**config.mk**
```make
export PLATFORM = sky130hd
export DESIGN_NAME = aes_inv_round_ctrl_flat
export DESIGN_NICKNAME = d
export VERILOG_FILES = /design/src/rtl/aes_inv_round_ctrl_if.sv /design/src/rtl/aes_inv_round_ctrl.sv /design/src/flat_wrapper.sv
export SDC_FILE = /design/constraint.sdc
export NUM_CORES = 1
export LEC_CHECK = 0
export CELL_PAD_IN_SITES_DETAIL_PLACEMENT = 0
export CELL_PAD_IN_SITES_GLOBAL_PLACEMENT = 1
export CORE_AREA = 4 4 298 300
export CTS_CLUSTER_DIAMETER = 100
export DETAILED_ROUTE_END_ITERATION = 10
export DIE_AREA = 0 0 302 304
export GPL_TIMING_DRIVEN = 0
export PLACE_DENSITY = 0.56
export SYNTH_ARGS = -nofsm -noshare
export SYNTH_HDL_FRONTEND = slang
export SYNTH_SLANG_ARGS = --single-unit
```
**constraint.sdc**
```tcl
create_clock -name clk -period 2.2 [get_ports clk]
set_input_delay 0.66 -clock clk [delete_from_list [all_inputs] [get_ports clk]]
set_output_delay 0.66 -clock clk [all_outputs]
set_load 0.05 [all_outputs]
```
**src/rtl/aes_inv_round_ctrl_if.sv**
```systemverilog
// Bundle for the AES inverse round controller.
// Covers the ciphertext-in and plaintext-out valid/ready streams,
// the round-key memory read port, the round datapath port and
// the busy flag.
// The slave modport is the controller's view; master is the surroundings.
interface aes_inv_round_ctrl_if #(
  parameter int KW = 4
);
  logic          in_valid;
  logic          in_ready;
  logic [127:0]  in_block;
  logic          out_valid;
  logic          out_ready;
  logic [127:0]  out_block;
  logic          key_rd;
  logic [KW-1:0] key_addr;
  logic [127:0]  key_data;
  logic [127:0]  dp_state;
  logic [127:0]  dp_round_key;
  logic          dp_mix_en;
  logic [127:0]  dp_result;
  logic          busy;

  modport slave (
    input  in_valid, in_block, out_ready, key_data, dp_result,
    output in_ready, out_valid, out_block, key_rd, key_addr,
           dp_state, dp_round_key, dp_mix_en, busy
  );

  modport master (
    output in_valid, in_block, out_ready, key_data, dp_result,
    input  in_ready, out_valid, out_block, key_rd, key_addr,
           dp_state, dp_round_key, dp_mix_en, busy
  );
endinterface

```
**src/rtl/aes_inv_round_ctrl.sv**
```systemverilog
// Iterative sequencer for the AES inverse-cipher round datapath.
//
// The controller holds the 128-bit state and the round counter. It runs
// NR+1 FETCH/EXEC pairs, walking the round keys from NR down to 0.
// - The first EXEC (round NR) is the plain initial AddRoundKey.
// - Every later EXEC loads the shared combinational datapath's result.
// - InvMixColumns is enabled for rounds NR-1..1 only.
//
// Optional feature: define AES_DEC_ABORT_EN to add an `abort` input.
// abort drops any in-flight block and returns the controller to IDLE.
// It has no effect while the controller is already in IDLE.
//
// NR must be 10, 12 or 14, and 2^KW must exceed NR.
module aes_inv_round_ctrl #(
  parameter int NR = 10,
  parameter int KW = 4
) (
  input logic clk,
  input logic rst_n,
`ifdef AES_DEC_ABORT_EN
  input logic abort,
`endif
  aes_inv_round_ctrl_if.slave bus
);

  localparam logic [1:0] IDLE  = 2'd0;
  localparam logic [1:0] FETCH = 2'd1;
  localparam logic [1:0] EXEC  = 2'd2;
  localparam logic [1:0] DONE  = 2'd3;

  localparam logic [KW-1:0] NR_R = KW'(NR);

  logic [1:0]    fsm_q, fsm_d;
  logic [KW-1:0] round_q, round_d;
  logic [127:0]  state_q, state_d;

  // Next-state, next-round and next-data decode for the sequencer.
  always_comb begin
    // NOTE: every variable gets its hold value first, so no branch can leave one unassigned and infer a latch.
    fsm_d   = fsm_q;
    round_d = round_q;
    state_d = state_q;
    case (fsm_q)
      IDLE: begin
        if (bus.in_valid) begin
          state_d = bus.in_block;
          round_d = NR_R;
          fsm_d   = FETCH;
        end
      end
      FETCH: fsm_d = EXEC;
      EXEC: begin
        // Round NR is the initial key whitening; the datapath output is unused then.
        state_d = (round_q == NR_R) ? (state_q ^ bus.key_data) : bus.dp_result;
        if (round_q == '0) begin
          fsm_d = DONE;
        end else begin
          round_d = round_q - KW'(1);
          fsm_d   = FETCH;
        end
      end
      DONE: begin
        if (bus.out_ready) fsm_d = IDLE;
      end
      default: fsm_d = IDLE;
    endcase
`ifdef AES_DEC_ABORT_EN
    // abort overrides every transition except those taken from IDLE.
    if (abort && (fsm_q != IDLE)) begin
      fsm_d   = IDLE;
      round_d = '0;
      state_d = '0;
    end
`endif
  end

  // State, round counter and FSM registers with asynchronous clear.
  always_ff @(posedge clk or negedge rst_n) begin
    // NOTE: registers take non-blocking assignments so all of them see pre-edge values in the same cycle.
    if (!rst_n) begin
      fsm_q   <= IDLE;
      round_q <= '0;
      state_q <= '0;
    end else begin
      fsm_q   <= fsm_d;
      round_q <= round_d;
      state_q <= state_d;
    end
  end

  // Outputs are decoded straight from the registers.
  // They therefore take their reset values as soon as rst_n falls.
  assign bus.in_ready     = (fsm_q == IDLE);
  assign bus.busy         = (fsm_q == FETCH) || (fsm_q == EXEC);
  assign bus.out_valid    = (fsm_q == DONE);
  assign bus.out_block    = state_q;
  assign bus.key_rd       = (fsm_q == FETCH);
  assign bus.key_addr     = (fsm_q == FETCH) ? round_q : '0;
  assign bus.dp_state     = state_q;
  assign bus.dp_round_key = bus.key_data;
  assign bus.dp_mix_en    = (fsm_q == EXEC) && (round_q != '0) && (round_q != NR_R);

endmodule

```
**src/flat_wrapper.sv**
```systemverilog
// flat-port wrapper written by rule: the top's interface ports become plain ports
module aes_inv_round_ctrl_flat 
#(
  parameter int NR = 10,
  parameter int KW = 4
)
  (clk, rst_n, bus_in_valid, bus_in_block, bus_out_ready, bus_key_data, bus_dp_result, bus_in_ready, bus_out_valid, bus_out_block, bus_key_rd, bus_key_addr, bus_dp_state, bus_dp_round_key, bus_dp_mix_en, bus_busy);
  aes_inv_round_ctrl_if #(.KW(KW)) bus_i ();
  input logic clk;
  input logic rst_n;
  input wire logic [$bits(bus_i.in_valid)-1:0] bus_in_valid;
  input wire logic [$bits(bus_i.in_block)-1:0] bus_in_block;
  input wire logic [$bits(bus_i.out_ready)-1:0] bus_out_ready;
  input wire logic [$bits(bus_i.key_data)-1:0] bus_key_data;
  input wire logic [$bits(bus_i.dp_result)-1:0] bus_dp_result;
  output wire logic [$bits(bus_i.in_ready)-1:0] bus_in_ready;
  output wire logic [$bits(bus_i.out_valid)-1:0] bus_out_valid;
  output wire logic [$bits(bus_i.out_block)-1:0] bus_out_block;
  output wire logic [$bits(bus_i.key_rd)-1:0] bus_key_rd;
  output wire logic [$bits(bus_i.key_addr)-1:0] bus_key_addr;
  output wire logic [$bits(bus_i.dp_state)-1:0] bus_dp_state;
  output wire logic [$bits(bus_i.dp_round_key)-1:0] bus_dp_round_key;
  output wire logic [$bits(bus_i.dp_mix_en)-1:0] bus_dp_mix_en;
  output wire logic [$bits(bus_i.busy)-1:0] bus_busy;
  assign bus_i.in_valid = bus_in_valid;
  assign bus_i.in_block = bus_in_block;
  assign bus_i.out_ready = bus_out_ready;
  assign bus_i.key_data = bus_key_data;
  assign bus_i.dp_result = bus_dp_result;
  assign bus_in_ready = bus_i.in_ready;
  assign bus_out_valid = bus_i.out_valid;
  assign bus_out_block = bus_i.out_block;
  assign bus_key_rd = bus_i.key_rd;
  assign bus_key_addr = bus_i.key_addr;
  assign bus_dp_state = bus_i.dp_state;
  assign bus_dp_round_key = bus_i.dp_round_key;
  assign bus_dp_mix_en = bus_i.dp_mix_en;
  assign bus_busy = bus_i.busy;
  aes_inv_round_ctrl #(.NR(NR), .KW(KW)) u_core (.clk(clk), .rst_n(rst_n), .bus(bus_i));
endmodule
```
# --- Word-level counts from Yosys, hierarchy flattened ---
# Index checks and enable logic that the tools add are counted.
# W data, S select, Z words.
classes:
  addsub: 1
  n_eq_ne: 8
  mux: 11
  bitwise: 1
  reduce_logical: 10
op_table:
  columns: ["op", "count"]
  rows:
  - ["$mux W128", 2]
  - ["$pmux W128 S2", 1]
  - ["$xor A128 B128 Y128", 1]
  - ["$mux W4", 3]
  - ["$pmux W2 S4", 1]
  - ["$pmux W4 S2", 1]
  - ["$mux W2", 3]
  - ["$ne A2 B2 Y1 const B", 3]
  - ["$eq A2 B2 Y1 const B", 2]
  - ["$eq A4 B4 Y1 const B", 1]
  - ["$logic_not A4 Y1", 1]
  - ["$ne A4 B4 Y1 const B", 1]
  - ["$reduce_and A2 Y1", 2]
  - ["$reduce_bool A4 Y1", 1]
  - ["$sub A4 B1 Y4 const B", 1]
  - ["$reduce_and A3 Y1", 1]
  - ["$eq A2 B1 Y1 const B", 1]
  - ["$logic_and A1 B1 Y1", 2]
  - ["$logic_not A2 Y1", 1]
  - ["$reduce_bool A2 Y1", 1]
  - ["$logic_or A1 B1 Y1", 1]
word_totals:
  register_bits: 134
  inputBits: 388
  output_inout_bits: 393
  wordCells: 34

# --- Depth between registers and ports, before layout ---
# Gate-level depths: netlist (run 1).
depth:
  depth_word: 3
  depth_mapped: 9
  depth_no_buf: 6

# --- Worst setup path before layout (run 1) ---
# OpenSTA, ideal clock, no wires.
synth_path:
  path_kind: "register -> output"
  from: "register u_core.fsm_q[0]"
  to: "output port bus_dp_mix_en"
  arrival_ns: 1.680
  required_time_ns: 1.540
  path_slack_ns: -0.140
  stages_incl_launch_ff: 6
  path_buffers: 2
  path_cell_list: "dfrtp_1 inv_1 ha_1 clkbuf_1 clkbuf_1 o21a_1"
synth_between:
  elab_chain_cells: 3
synth_lines:
  columns: ["element", "line", "source"]
  rows:
  - ["from (decl)", "aes_inv_round_ctrl.sv:33", "logic [1:0] fsm_q, fsm_d;"]
  - ["from (signal assigned)", "aes_inv_round_ctrl.sv:85", "fsm_q <= fsm_d;"]
  - ["$eq A2 B2 Y1", "aes_inv_round_ctrl.sv:101", "assign bus.dp_mix_en = (fsm_q == EXEC) && (round_q != '0) && (round_q != NR_R);"]
  - ["$logic_and A1 B1 Y1 (2 in a row)", "aes_inv_round_ctrl.sv:101", null]
  - ["to (decl)", "flat_wrapper.sv:23", "output wire logic [$bits(bus_i.dp_mix_en)-1:0] bus_dp_mix_en;"]
# Every way passes these cells.

# --- Final worst setup path (run 1) ---
layout_path:
  from: "register u_core.round_q[1]"
  to: "output port bus_dp_mix_en"
layout_between:
  elab_chain_cells: 3
  word_cells_on_any_way: 4
layout_lines:
  columns: ["element", "line", "source"]
  rows:
  - ["from (decl)", "aes_inv_round_ctrl.sv:34", "logic [KW-1:0] round_q, round_d;"]
  - ["from (signal assigned)", "aes_inv_round_ctrl.sv:86", "round_q <= round_d;"]
  - ["$reduce_bool A4 Y1", "aes_inv_round_ctrl.sv:101", null]
  - ["$logic_and A1 B1 Y1", "aes_inv_round_ctrl.sv:101", null]
  - ["$logic_and A1 B1 Y1 *", "aes_inv_round_ctrl.sv:101", null]
# Mark *: on every way between the ends. The rest lies on a longest branch, timed or not.

==> flow_summary.yaml, run 1 <==
sta:
  fmaxAchievable_ghz: 0.439
  slew_headroom: 0.429
  fin_crit_sh: 1.04
  layout_min_cycle_time_ns: 2.28
  rsz0062_at_grt: "true"
  setup_ws_ns: -0.0795
  holdWs_ns: 0.113
  worst_pin_slew_ns: 0.857
  setup_viol: 1
  finalClockSkew_ns: 0.0129
  final_max_slew_viol_count: 0
  hold_violations: 0
worst_setup_path:
  max_stage_delay_ns: 0.45
  end_kind: "output pin"
  cp_max_fo: 4
  start_kind: "register"
  worstPathCellList: "inv_2 -> ha_4 -> mux2i_1 -> o21a_4 -> buf_12"
  crit_arrival_ns: 1.62
  critical_path_class: "reg -> out"
  cp_slowest_cell: "dfrtp_2"
  critPathRequiredTime_ns: 1.54
global_routing:
  grt_overflow: 0
  grt_pass1_wl_um: 96800
  antenna_found_initial: 9
  grt_pass1_vias: 12900
  grt_use_total: 0.146
  grt_max_degree: 78
clocking:
  ctsHoldBuffers: 0
  path_clk_slew_ns: 0.07
  clock-sinks: 134
  numCtsBuffers: 17
  max-clock-path-buffers: 2
  cts_tree: "done"
  htree_levels: 4
  worstSkewPairLatency_ns: 0.47
  root_buffer: "clkbuf_16"
synth:
  synth_area_mm2: 0.0107
  synth-seq-cells: 134
  avgSynthCellArea_um2: 8.32
  synth_cells: 1289
  syn-num-nets: 1684
  ys_warn_count: 0
  yosysSeqAreaShare: 0.313
  synth_cell_types: 28
die:
  io_pins: 781
  core-area_mm2: 0.0862
  rows: 108
  fp.dieW_um: 302
  die_y_um: 304
  die_area_mm2: 0.0918
  initial_utilization: 0.124
finish:
  nNetsFinal: 2492
  drive_gt1_frac: 0.327
  fin_area_mm2: 0.0207
  area_growth_pct: 93.0
drt:
  drt_pass1_iterations: 5
  vias: 12200
  wl_um: 69600
  ant_nets: 0
  routed_via_density: 3.71
  wl_per_cell_um: 21.3
  drtIter0Drc: 587
  drt_drc_violations_left: 0
run_status:
  violations: "setup timing"
  status: "complete, but fails checks"
placement:
  io_buffers: 780
  gp_congestion: 0.906
  place_area_mm2: 0.0200
  dp_hpwl_um: 57300
pwr:
  peakVddDrop_uv: 768
  p_leak_nw: 8.47
  p_per_area_mw_per_mm2: 1790
flow_run:
  cap_violations: 0
hold_path:
  min_path_type: "in -> async"
## area by class of cell
cell class / count / area [um2]
fillers: 9563 / 65500
repair buffers: 790 / 7610
multi-input cells: 808 / 5010
flip-flops and latches: 134 / 3380
plain buffers: 341 / 2520
well taps: 1155 / 1450
clock buffers: 19 / 443
clock inverters: 12 / 226
diodes: 10 / 25.0
inverters: 5 / 21.3
## Yosys cell counts (all sizes together)
cell type / n / area share
buf: 311 / 0.21
dfrtp: 134 / 0.31
nand2: 133 / 0.047
nor2: 130 / 0.046
a31oi: 129 / 0.075
nand2b: 129 / 0.075
o211ai: 128 / 0.090
xnor2: 128 / 0.10
clkbuf: 31 / 0.011
ha: 7 / 0.0082
inv: 5 / 0.0018
and2: 4 / 0.0023
o21ai: 4 / 0.0019
mux2i: 3 / 0.0028
a22o: 2 / 0.0016
o21a: 2 / 0.0014
a211o: 1 / 0.00082
a21boi: 1 / 0.00070
a21oi: 1 / 0.00047
a22oi: 1 / 0.00070
and3b: 1 / 0.00082
nand3: 1 / 0.00047
nand4: 1 / 0.00058
nor3: 1 / 0.00047
nor3b: 1 / 0.00070
## where the power goes
part           internal, W  switching (W)  total (W)  leakage, nW
clock network      0.00215        0.00132    0.00348        0.319
logic              0.00954         0.0180     0.0276         6.67
registers          0.00385        0.00211    0.00596         1.48
total               0.0155         0.0214     0.0370         8.47
## critical path, delay by kind of cell, from the launching register on
family | cells | cell delay (ns)
DFF | 1 | 0.45
buffers and inverters | 2 | 0.25
AOI/OAI and AO/OA | 1 | 0.21
adders and majority gates | 1 | 0.16
muxes | 1 | 0.07
## kinds of logic after synthesis
kind of cell,synth area share
DFF,0.313
and+or+nand+nor,0.173
buffers and inverters,0.227
adders and majority gates,0.00817
xor gates and xnor gates,0.105
AOI/OAI and AO/OA,0.172
muxes,0.00280
## per-layer routing
layer  vias to the layer above  GRT usage  part of all wire
met5                         -          0           0.00017
met4                         2     0.0409             0.021
met3                        56     0.0351             0.064
met2                       489      0.253              0.49
met1                      5858      0.180              0.42
li1                       5757          -                 -
## state kept, by name (all words and copies together), names as in the netlist
register and cells:
u_core.fsm_q 2, u_core.bus.dp_state 128, u_core.round_q 4
## cells in the final DEF (no fill, tap or decap), types with 5 or more instances in the layout
master,n
clkdlybuf4s15_2,143
clkbuf_2,16
clkbuf_16,18
o211ai_1,128
clkbuf_1,13
nand2b_1,129
bufinv_16,6
dlymetal6s2s_1,7
dfrtp_2,19
nand2_1,132
dlygate4sd2_1,94
buf_2,45
dfrtp_1,114
ha_4,5
diode_2,10
clkdlybuf4s50_1,357
nor2_1,130
a31oi_1,129
clkdlybuf4s15_1,33
clkbuf_4,45
xnor2_1,128
buf_6,25
buf_4,346
## stage by stage
stage / utilization / power (W) / setup slack [ns] / std cells / setup TNS [ns]
floorplan: - / 0.0236 / 0.0356 / 1289 / 0
global placement: 0.232 / 0.0342 / -6.19 / 3224 / -990.26
detailed placement: 0.232 / 0.0344 / -1.56 / 3225 / -165.15
CTS: 0.237 / 0.0373 / -0.282 / 3260 / -0.351
global route: 0.240 / 0.0392 / -0.164 / 3266 / -0.345
finish: 0.240 / 0.0370 / -0.0795 / 3274 / -0.0795
## final timing paths
| check | cells past startpoint | to | start | slack (ns) |
|---|---|---|---|---|
| max in group asynchronous | 2 | u_core.bus.dp_state[1] | rst_n | 1.15 |
| min in group clk | 1 | u_core.round_q[0] | u_core.round_q[0] | 0.59 |
| max reg2reg | 8 | u_core.bus.dp_state[37] | u_core.fsm_q[1] | 0.13 |
| max | 5 | bus_dp_mix_en | u_core.round_q[1] | -0.08 |
| min | 1 | u_core.bus.dp_state[61] | rst_n | 0.11 |
| min reg2reg | 1 | u_core.round_q[0] | u_core.round_q[0] | 0.59 |
## timing repair
item                                    in CTS  in global routing
resized for setup                         1432                108
pin swaps                                    0                  3
hold endpoints to repair                     0                  0
endpoints found under the setup margin     527                189
setup buffers                                4                  6
Note: power is estimated with default switching activity, not from simulation.
==> inputs of run 2 (changes only) <==
--- a/config.mk
+++ b/config.mk
@@ -8,7 +8,6 @@
 export CELL_PAD_IN_SITES_DETAIL_PLACEMENT = 0
 export CELL_PAD_IN_SITES_GLOBAL_PLACEMENT = 1
 export CORE_AREA = 4 4 298 300
-export CTS_CLUSTER_DIAMETER = 100
 export DETAILED_ROUTE_END_ITERATION = 10
 export DIE_AREA = 0 0 302 304
 export GPL_TIMING_DRIVEN = 0
==> results of run 2 <==
No change in the layout: final DEF, timing and power equal those of run 1.
